===== config.mk =====
export PLATFORM = sky130hd
export DESIGN_NAME = writeback_regfile_flat
export DESIGN_NICKNAME = d
export VERILOG_FILES = /design/src/rtl/writeback_regfile_if.sv /design/src/rtl/writeback_regfile.sv /design/src/flat_wrapper.sv
export SDC_FILE = /design/constraint.sdc
export NUM_CORES = 2
export LEC_CHECK = 0
export CORE_MARGIN = 8
export CORE_UTILIZATION = 25
export DETAILED_ROUTE_END_ITERATION = 16
export PLACE_DENSITY = 0.37
export SLEW_MARGIN = 20
export SYNTH_ARGS = -nofsm -noshare
export SYNTH_HDL_FRONTEND = slang
export SYNTH_SLANG_ARGS = --single-unit

===== constraint.sdc =====
create_clock -name clk -period 3.32 [get_ports clk]
set_clock_uncertainty 0.1 [all_clocks]
set_input_delay 0.664 -clock clk [delete_from_list [all_inputs] [get_ports clk]]
set_output_delay 0.664 -clock clk [all_outputs]
set_load 0.005 [all_outputs]

===== src/rtl/writeback_regfile_if.sv =====
`default_nettype none
// +--------------------------------------------------------------------------+
// | Module   : writeback_regfile_if                                          |
// | Purpose  : Bundles the MEM/WB inputs, the decode read ports and the      |
// |            write-back bus exported to the forwarding unit.               |
// | Modports : master - pipeline side (drives MEM/WB fields, read addresses) |
// |            slave  - register file side (drives read data, wb bus, count) |
// | Revision : 1.0 - initial release                                         |
// +--------------------------------------------------------------------------+
interface writeback_regfile_if #(
  parameter int XLEN = 32
);
  // MEM/WB pipeline register fields
  logic [XLEN-1:0] mem_data_in;
  logic [XLEN-1:0] alu_result_in;
  logic [4:0]      rd_in;
  logic            reg_write_in;
  logic            mem_to_reg_in;

  // Decode-stage read ports
  logic [4:0]      rs1_addr;
  logic [4:0]      rs2_addr;
  logic [XLEN-1:0] rs1_data;
  logic [XLEN-1:0] rs2_data;

  // Write-back bus towards the forwarding unit
  logic [XLEN-1:0] wb_data_out;
  logic [4:0]      wb_rd_out;
  logic            wb_en_out;

  // Committed-write counter
  logic [31:0]     wb_count;

  modport master (
    output mem_data_in, alu_result_in, rd_in, reg_write_in, mem_to_reg_in,
    output rs1_addr, rs2_addr,
    input  rs1_data, rs2_data,
    input  wb_data_out, wb_rd_out, wb_en_out,
    input  wb_count
  );

  modport slave (
    input  mem_data_in, alu_result_in, rd_in, reg_write_in, mem_to_reg_in,
    input  rs1_addr, rs2_addr,
    output rs1_data, rs2_data,
    output wb_data_out, wb_rd_out, wb_en_out,
    output wb_count
  );
endinterface
`default_nettype wire


===== src/rtl/writeback_regfile.sv =====
`default_nettype none
// +--------------------------------------------------------------------------+
// | Module   : writeback_regfile                                             |
// | Purpose  : RV32I write-back stage and 32 x XLEN architectural register   |
// |            file. Selects load data or ALU result, commits it to rd,      |
// |            serves two combinational decode read ports, exports the       |
// |            write-back bus and counts committed register writes.          |
// | Ports    : clk   - pipeline clock, rising-edge state updates             |
// |            reset - asynchronous, active-low reset                        |
// |            wb    - writeback_regfile_if.slave (MEM/WB inputs, rs1/rs2    |
// |                    read ports, wb_data_out/wb_rd_out/wb_en_out bus and   |
// |                    wb_count)                                             |
// | Options  : REGFILE_BYPASS_EN - when defined, a read of the register being |
// |            committed this cycle returns the new value (write-first).     |
// |            When undefined, reads return stored contents only.           |
// | Revision : 1.0 - initial release                                         |
// +--------------------------------------------------------------------------+
module writeback_regfile #(
  parameter int XLEN  = 32,
  parameter int NREGS = 32
) (
  input  wire logic         clk,
  input  wire logic         reset,
  writeback_regfile_if.slave wb
);

  localparam int ADDR_W = 5;

  // ---------------------------------------------------------------------
  // Write-back selection and effective enable
  // ---------------------------------------------------------------------
  logic [XLEN-1:0] w_wb_data;
  logic            w_wb_en;

  // The mux is independent of reg_write_in so the forwarding unit always
  // sees the candidate value.
  assign w_wb_data = wb.mem_to_reg_in ? wb.mem_data_in : wb.alu_result_in;

  // x0 is hard-wired to zero: a write aimed at it is not a real commit.
  assign w_wb_en   = wb.reg_write_in && (wb.rd_in != '0);

  assign wb.wb_data_out = w_wb_data;
  assign wb.wb_rd_out   = wb.rd_in;
  assign wb.wb_en_out   = w_wb_en;

  // ---------------------------------------------------------------------
  // Register array x1..x31 (x0 has no storage)
  // ---------------------------------------------------------------------
  logic [XLEN-1:0] r_regs   [1:NREGS-1];
  logic [XLEN-1:0] w_rd_tbl [0:NREGS-1];

  assign w_rd_tbl[0] = '0;

  for (genvar i = 1; i < NREGS; i++) begin : g_regs
    always_ff @(posedge clk or negedge reset) begin
      if (!reset) begin
        r_regs[i] <= '0;
      end else if (w_wb_en && (wb.rd_in == ADDR_W'(i))) begin
        r_regs[i] <= w_wb_data;
      end
    end

    assign w_rd_tbl[i] = r_regs[i];
  end

  // ---------------------------------------------------------------------
  // Committed-write counter (wraps silently)
  // ---------------------------------------------------------------------
  logic [31:0] r_wb_count;

  always_ff @(posedge clk or negedge reset) begin
    if (!reset) begin
      r_wb_count <= '0;
    end else if (w_wb_en) begin
      r_wb_count <= r_wb_count + 32'd1;
    end
  end

  assign wb.wb_count = r_wb_count;

  // ---------------------------------------------------------------------
  // Read ports
  // ---------------------------------------------------------------------
  logic [XLEN-1:0] w_rs1_data;
  logic [XLEN-1:0] w_rs2_data;

  always_comb begin
    w_rs1_data = w_rd_tbl[wb.rs1_addr];
    w_rs2_data = w_rd_tbl[wb.rs2_addr];
`ifdef REGFILE_BYPASS_EN
    // Write-first: w_wb_en already excludes x0, so address 0 still reads 0.
    if (w_wb_en && (wb.rs1_addr == wb.rd_in)) begin
      w_rs1_data = w_wb_data;
    end
    if (w_wb_en && (wb.rs2_addr == wb.rd_in)) begin
      w_rs2_data = w_wb_data;
    end
`endif
  end

  assign wb.rs1_data = w_rs1_data;
  assign wb.rs2_data = w_rs2_data;

endmodule
`default_nettype wire


===== src/flat_wrapper.sv =====
// flat-port wrapper written by rule: the top's interface ports become plain ports
module writeback_regfile_flat 
#(
  parameter int XLEN  = 32,
  parameter int NREGS = 32
)
  (clk, reset, wb_mem_data_in, wb_alu_result_in, wb_rd_in, wb_reg_write_in, wb_mem_to_reg_in, wb_rs1_addr, wb_rs2_addr, wb_rs1_data, wb_rs2_data, wb_wb_data_out, wb_wb_rd_out, wb_wb_en_out, wb_wb_count);
  writeback_regfile_if #(.XLEN(XLEN)) wb_i ();
  input  wire logic clk;
  input  wire logic reset;
  input wire logic [$bits(wb_i.mem_data_in)-1:0] wb_mem_data_in;
  input wire logic [$bits(wb_i.alu_result_in)-1:0] wb_alu_result_in;
  input wire logic [$bits(wb_i.rd_in)-1:0] wb_rd_in;
  input wire logic [$bits(wb_i.reg_write_in)-1:0] wb_reg_write_in;
  input wire logic [$bits(wb_i.mem_to_reg_in)-1:0] wb_mem_to_reg_in;
  input wire logic [$bits(wb_i.rs1_addr)-1:0] wb_rs1_addr;
  input wire logic [$bits(wb_i.rs2_addr)-1:0] wb_rs2_addr;
  output wire logic [$bits(wb_i.rs1_data)-1:0] wb_rs1_data;
  output wire logic [$bits(wb_i.rs2_data)-1:0] wb_rs2_data;
  output wire logic [$bits(wb_i.wb_data_out)-1:0] wb_wb_data_out;
  output wire logic [$bits(wb_i.wb_rd_out)-1:0] wb_wb_rd_out;
  output wire logic [$bits(wb_i.wb_en_out)-1:0] wb_wb_en_out;
  output wire logic [$bits(wb_i.wb_count)-1:0] wb_wb_count;
  assign wb_i.mem_data_in = wb_mem_data_in;
  assign wb_i.alu_result_in = wb_alu_result_in;
  assign wb_i.rd_in = wb_rd_in;
  assign wb_i.reg_write_in = wb_reg_write_in;
  assign wb_i.mem_to_reg_in = wb_mem_to_reg_in;
  assign wb_i.rs1_addr = wb_rs1_addr;
  assign wb_i.rs2_addr = wb_rs2_addr;
  assign wb_rs1_data = wb_i.rs1_data;
  assign wb_rs2_data = wb_i.rs2_data;
  assign wb_wb_data_out = wb_i.wb_data_out;
  assign wb_wb_rd_out = wb_i.wb_rd_out;
  assign wb_wb_en_out = wb_i.wb_en_out;
  assign wb_wb_count = wb_i.wb_count;
  writeback_regfile #(.XLEN(XLEN), .NREGS(NREGS)) u_core (.clk(clk), .reset(reset), .wb(wb_i));
endmodule

Yosys cells after proc, flatten, opt, wreduce, memory -nomap -nowiden. Cells that the tools add are included.

Register bits: 1024. Latch bits: 0. Bits in writable memories: 0. ROM bits: 0. Bits of input ports: 83. Output and inout port bits: 134. Word-level logic and storage cells: 108. Memories kept: 0.

$add $sub $neg: 1. Multiply operators: 0. Divide/modulo/power cells: 0. Magnitude comparators: 2. Equal/unequal tests: 31. Shift-type cells: 0. Multiplexer cells: 7. Bitwise logic cells: 2. Reductions and logical operators: 33.

Operators by type and width (number): binary-select mux 32 bit (select 5 bit) (2); two-way mux 32 bit (5); == test 5 bit, second input constant (16); == test 5 x 4 -> 1 bit, second input constant (8); adder 32 x 1 -> 32 bit, second input constant (1); logical AND 1 bit (32); == test 5 x 3 -> 1 bit, second input constant (4); >= comparator 6 bit, second input constant (2); inverter 5 -> 6 bit (2); == test 5 x 2 -> 1 bit, second input constant (2); == test 5 x 1 -> 1 bit, second input constant (1); nonzero test 5 bit (1).

Longest topological paths before layout.
Depth in word-level cells: 4. Depth in mapped cells: 9. Depth with buffers taken out: 4.

Least setup slack after synthesis. Ideal clock, no wire load.

Path kind: in2out. Start point: input wb_rs2_addr[0]. End point: output wb_rs2_data[10]. Data arrival time: 2.191 ns. Required time: 2.556 ns. Setup slack: 0.365 ns. Stages: 7. Buffers on the path: 3. Cells stage by stage: buf_2 -> buf_6 -> buf_2 -> mux4_2 -> a22o_1 -> o21ai_1 -> o31ai_1.

Longest elaborated chain between the ends: 4.

Ends and longest elaborated chain: start, declared (line flat_wrapper.sv:17) `input wire logic [$bits(wb_i.rs2_addr)-1:0] wb_rs2_addr;`; inverter 5 -> 6 bit (implied by the code) (line writeback_regfile.sv:89) `w_rs2_data = w_rd_tbl[wb.rs2_addr];`; binary-select mux 32 bit (select 5 bit) (line writeback_regfile.sv:89); two-way mux 32 bit (implied by the code) (2 in series) (line writeback_regfile.sv:89); end, declared (line flat_wrapper.sv:19) `output wire logic [$bits(wb_i.rs2_data)-1:0] wb_rs2_data;`.

Every way passes these cells. The select of a mux whose other input is x is not followed.

Worst setup path after layout. Same ends and word-level chain as after synthesis.

==> parameters.txt <==
Parameter                              Value

Run status
  Status ... finished, violations left
  Failing checks ... setup timing

Worst setup path
  Start-to-end type of the worst setup path ... in2out
  Crit end category ... output port
  Data arrival time of the critical path ... 2610 ps
  CP Max Fanout ... 8
  Setup crit start ... wb_rs2_addr[0]
  Startpoint class of the critical path ... input port
  RR Startpoint ... u_core.wb.wb_count[9]
  Required time at the endpoint of the critical path ... 2560 ps
  Worst-case reg-to-reg path depth ... 4

Placement
  HPWL after detailed placement ... 147000 um
  Count of input and output buffers ... 216
  Weighted congestion at the end of routability-driven global placement ... 0.786

Logic synthesis
  Async set-reset flop share out of synthesis ... 100%
  Proportion of synthesized chip area in sequential cells ... 48.1%
  Count of mapped cells out of synthesis ... 4910
  Count of flip-flops with a built-in enable after synthesis ... 0
  Net count after synthesis ... 4994
  Number of distinct library cell variants in the gate-level netlist after synthesis ... 45
  Post-synthesis cell area ... 0.0533 mm2
  Area share of the largest cell type after synthesis ... 48.1%
  Most frequently used flop master after synthesis ... dfrtp_1
  Cell taking the most area after synthesis ... dfrtp_1
  Leading post-synthesis cells by cell area ... dfrtp_1 (48%), mux4_2 (16%), a21oi_1 (5.7%), nor2_1 (4.4%), mux2i_1 (4.2%)
  Synth Register Bits ... 1024
  Yosys warning count ... 0
  Mean post-synth cell area ... 10.9 um2

Clocking
  Clk_lat worst skew ... 780 ps
  Buffer depth of the longest clock path ... 3
  Sinks on the clock net ... 1024
  CTS clock-pin slew for the worst setup and hold paths ... 60 ps
  Total clock buffers created by CTS ... 133
  H-tree depth ... 4
  Buffer cell driving the clock tree root ... clkbuf_16
  CTS tree ... built

Layout
  Total of fill cells in the finished design ... 21.3k
  Share of post-route cells with drive strength above 1 ... 29.0%
  Area occupied by multi-input gates ... 0.0271 mm2
  Synth-to-layout area growth ... 31.6%
  Final core utilization ... 33.1%
  Number of nets in the layout ... 5466
  Storage cell area ... 0.0256 mm2

Timing
  Number of pins exceeding their max-slew limit in the final report ... 0
  Final hold viol count ... 0
  Setup violation total in the final timing report ... 8
  Min Tclk post-route ... 3380 ps
  Unrepaired setup endpoints after global routing ... true
  Max Freq ... 0.296 GHz
  Worst slew pin tran ... 689 ps
  Worst rel slew slack ... 53.9%
  Post-route worst setup slack ... -57.6 ps
  Final clock period utilization by the worst path ... 102%

Global route
  Maximum number of pins on one net before global-route repair ... 90
  Met1 track demand over resource ... 27.0%
  Gr usage total ... 19.2%
  Number of antenna violations at the first check in global routing ... 11
  GRT Residual Overflow ... 0
  Via count of the first global-routing pass ... 42.3k
  Met2 layer usage reported by global route ... 31.0%
  GR Layer Usage met3 ... 2.81%
  Most Used Layer, Global Route ... met2
  Global-route wire length before repair ... 323000 um

Routing
  Routed wire per std cell ... 26.8 um
  DR DRC count ... 0
  Iteration-0 DRC Markers ... 2702
  Post-DRT Antenna Nets ... 0
  Post-Route WL ... 223000 um
  Drt pass-1 iters ... 6
  Routed via count ... 41.3k
  Avg Vias per Cell ... 4.97

Pwr
  PwrDens ... 608 mW/mm2
  Peak VDD IR ... 0.325 mV
  Leakage component of the power ... 29.5 nW
  Sum of internal, switching and leakage power ... 0.0426 W

Die
  Horizontal die dimension ... 478 um
  Number of top-level pins ... 217
  Area of the core ... 0.212 mm2
  Die Area ... 0.228 mm2
  Initial Utilization ... 25.1%
  Std cell rows ... 169
  Die Y ... 478 um

Worst hold path
  Tightest Hold Check Type ... in2async

Job
  Number of max-cap violations ... 0
[layout make-up]
| type | instances | share of cell area, % |
|---|---|---|
| repair buffers | 855 | 13.3 |
| flip-flops and latches | 1024 | 36.5 |
| multi-input cells | 3332 | 38.7 |
| well taps | 2821 | 5.03 |
| diodes | 5 | 0.0178 |
| clock inverters | 30 | 0.427 |
| inverters | 36 | 0.193 |
| clock buffers | 207 | 5.77 |
[what timing repair did]
action	CTS	global route
buffers inserted	80	16
hold buffers	1	0
resized for setup	517	47
gates cloned	12	1
setup endpoints to repair	65	51
pin swaps	128	53
endpoints found under the hold margin	38	0
[synth_stat cells, types with 6 or more instances]
library cell / instances
a21oi_1: 608
nor2b_1: 11
buf_4: 30
nand2_1: 398
nand2b_1: 7
o21ai_1: 64
and2_1: 71
mux2_2: 64
o22ai_1: 64
buf_6: 12
nor3_1: 6
nand4_1: 17
o31ai_1: 64
mux4_2: 384
xor2_1: 14
o21ai_0: 384
nor3_2: 9
inv_1: 36
buf_2: 110
clkbuf_1: 352
a22o_1: 191
buf_1: 14
dfrtp_1: 1024
nand3_1: 19
nor2_1: 618
a211oi_1: 64
xnor2_1: 17
mux2i_1: 226
[power by group]
group	total, W	switching (W)	internal, W
Sequential	0.0174	0.00214	0.0153
Combinational	0.0107	0.00507	0.00561
Clock	0.0146	0.00595	0.00861
Total	0.0426	0.0132	0.0295
[worst paths after layout]
path,end,slack (ps)
setup / recovery,wb_rs2_data[10],-60
hold / removal,u_core.r_regs[337],360
setup reg to reg,u_core.wb.wb_count[26],1320
hold reg to reg,u_core.wb.wb_count[31],380
max in group asynchronous,u_core.r_regs[450],1680
min in group clk,u_core.wb.wb_count[31],380
[cell usage in the layout, fill, tap and decap left out, types with 34 or more instances in the layout]
master / netlist / layout
a211oi_1: 64 / 36
a21oi_1: 608 / 608
a22o_1: 191 / 183
and2_1: 71 / 64
buf_12: 0 / 161
buf_2: 110 / 54
buf_4: 30 / 419
buf_6: 12 / 54
clkbuf_1: 352 / 37
clkbuf_16: 0 / 140
clkdlybuf4s50_1: 0 / 140
dfrtp_1: 1024 / 1024
inv_1: 36 / 34
mux2_2: 64 / 64
mux2i_1: 226 / 188
mux2i_4: 0 / 34
mux4_2: 384 / 384
nand2_1: 398 / 396
nor2_1: 618 / 613
o21ai_0: 384 / 384
o22ai_1: 64 / 60
o31ai_4: 0 / 49
[critical path, cell delays in order]
cell and delay (ps):
buf_16 140, buf_16 150, buf_16 140, buf_6 100, buf_6 80, mux4_2 470, a22o_1 240, o21ai_4 300
o31ai_4 130, buf_2 150
[per-layer routing]
| metal | routed length (um) | up-vias |
|---|---|---|
| li1 | - | 18800 |
| met5 | 28 | - |
| met3 | 9170 | 231 |
| met1 | 104000 | 21400 |
| met2 | 104000 | 869 |
| met4 | 5240 | 4 |
[metrics by stage]
stage | setup TNS (ps) | hold WS (ps) | std cells | worst slack, ps | cell area [um2]
global placement | -33320 | 369 | 7987 | -1010 | 63400
CTS | -1210 | 340 | 8300 | -92.2 | 69900
detailed placement | -33250 | 375 | 7987 | -1040 | 63400
finish | -215 | 357 | 8310 | -57.6 | 70100
floorplan | 0 | 268 | 4910 | 365 | 53300
global route | -1570 | 360 | 8306 | -101 | 70100
[sequential cells by signal, summed over array words and instances (netlist names)]
| name | cells |
|---|---|
| u_core.r_regs | 992 |
| u_core.wb.wb_count | 32 |
[kinds of logic (layout without fill, tap and decap cells)]
family / Yosys count / in the layout / synth area share (%)
multiplexers: 674 / 674 / 21.8
other: 0 / 5 / 0
adder cells (fa/ha/maj): 1 / 1 / 0.0235
flip-flops: 1024 / 1024 / 48.1
buffers and inverters: 554 / 1128 / 4.54
AND/OR/NAND/NOR: 1185 / 1185 / 9.35
AO/OA/AOI/OAI: 1441 / 1441 / 15.7
XOR/XNOR: 31 / 31 / 0.510
No activity file was read; power rests on OpenSTA's default activity.
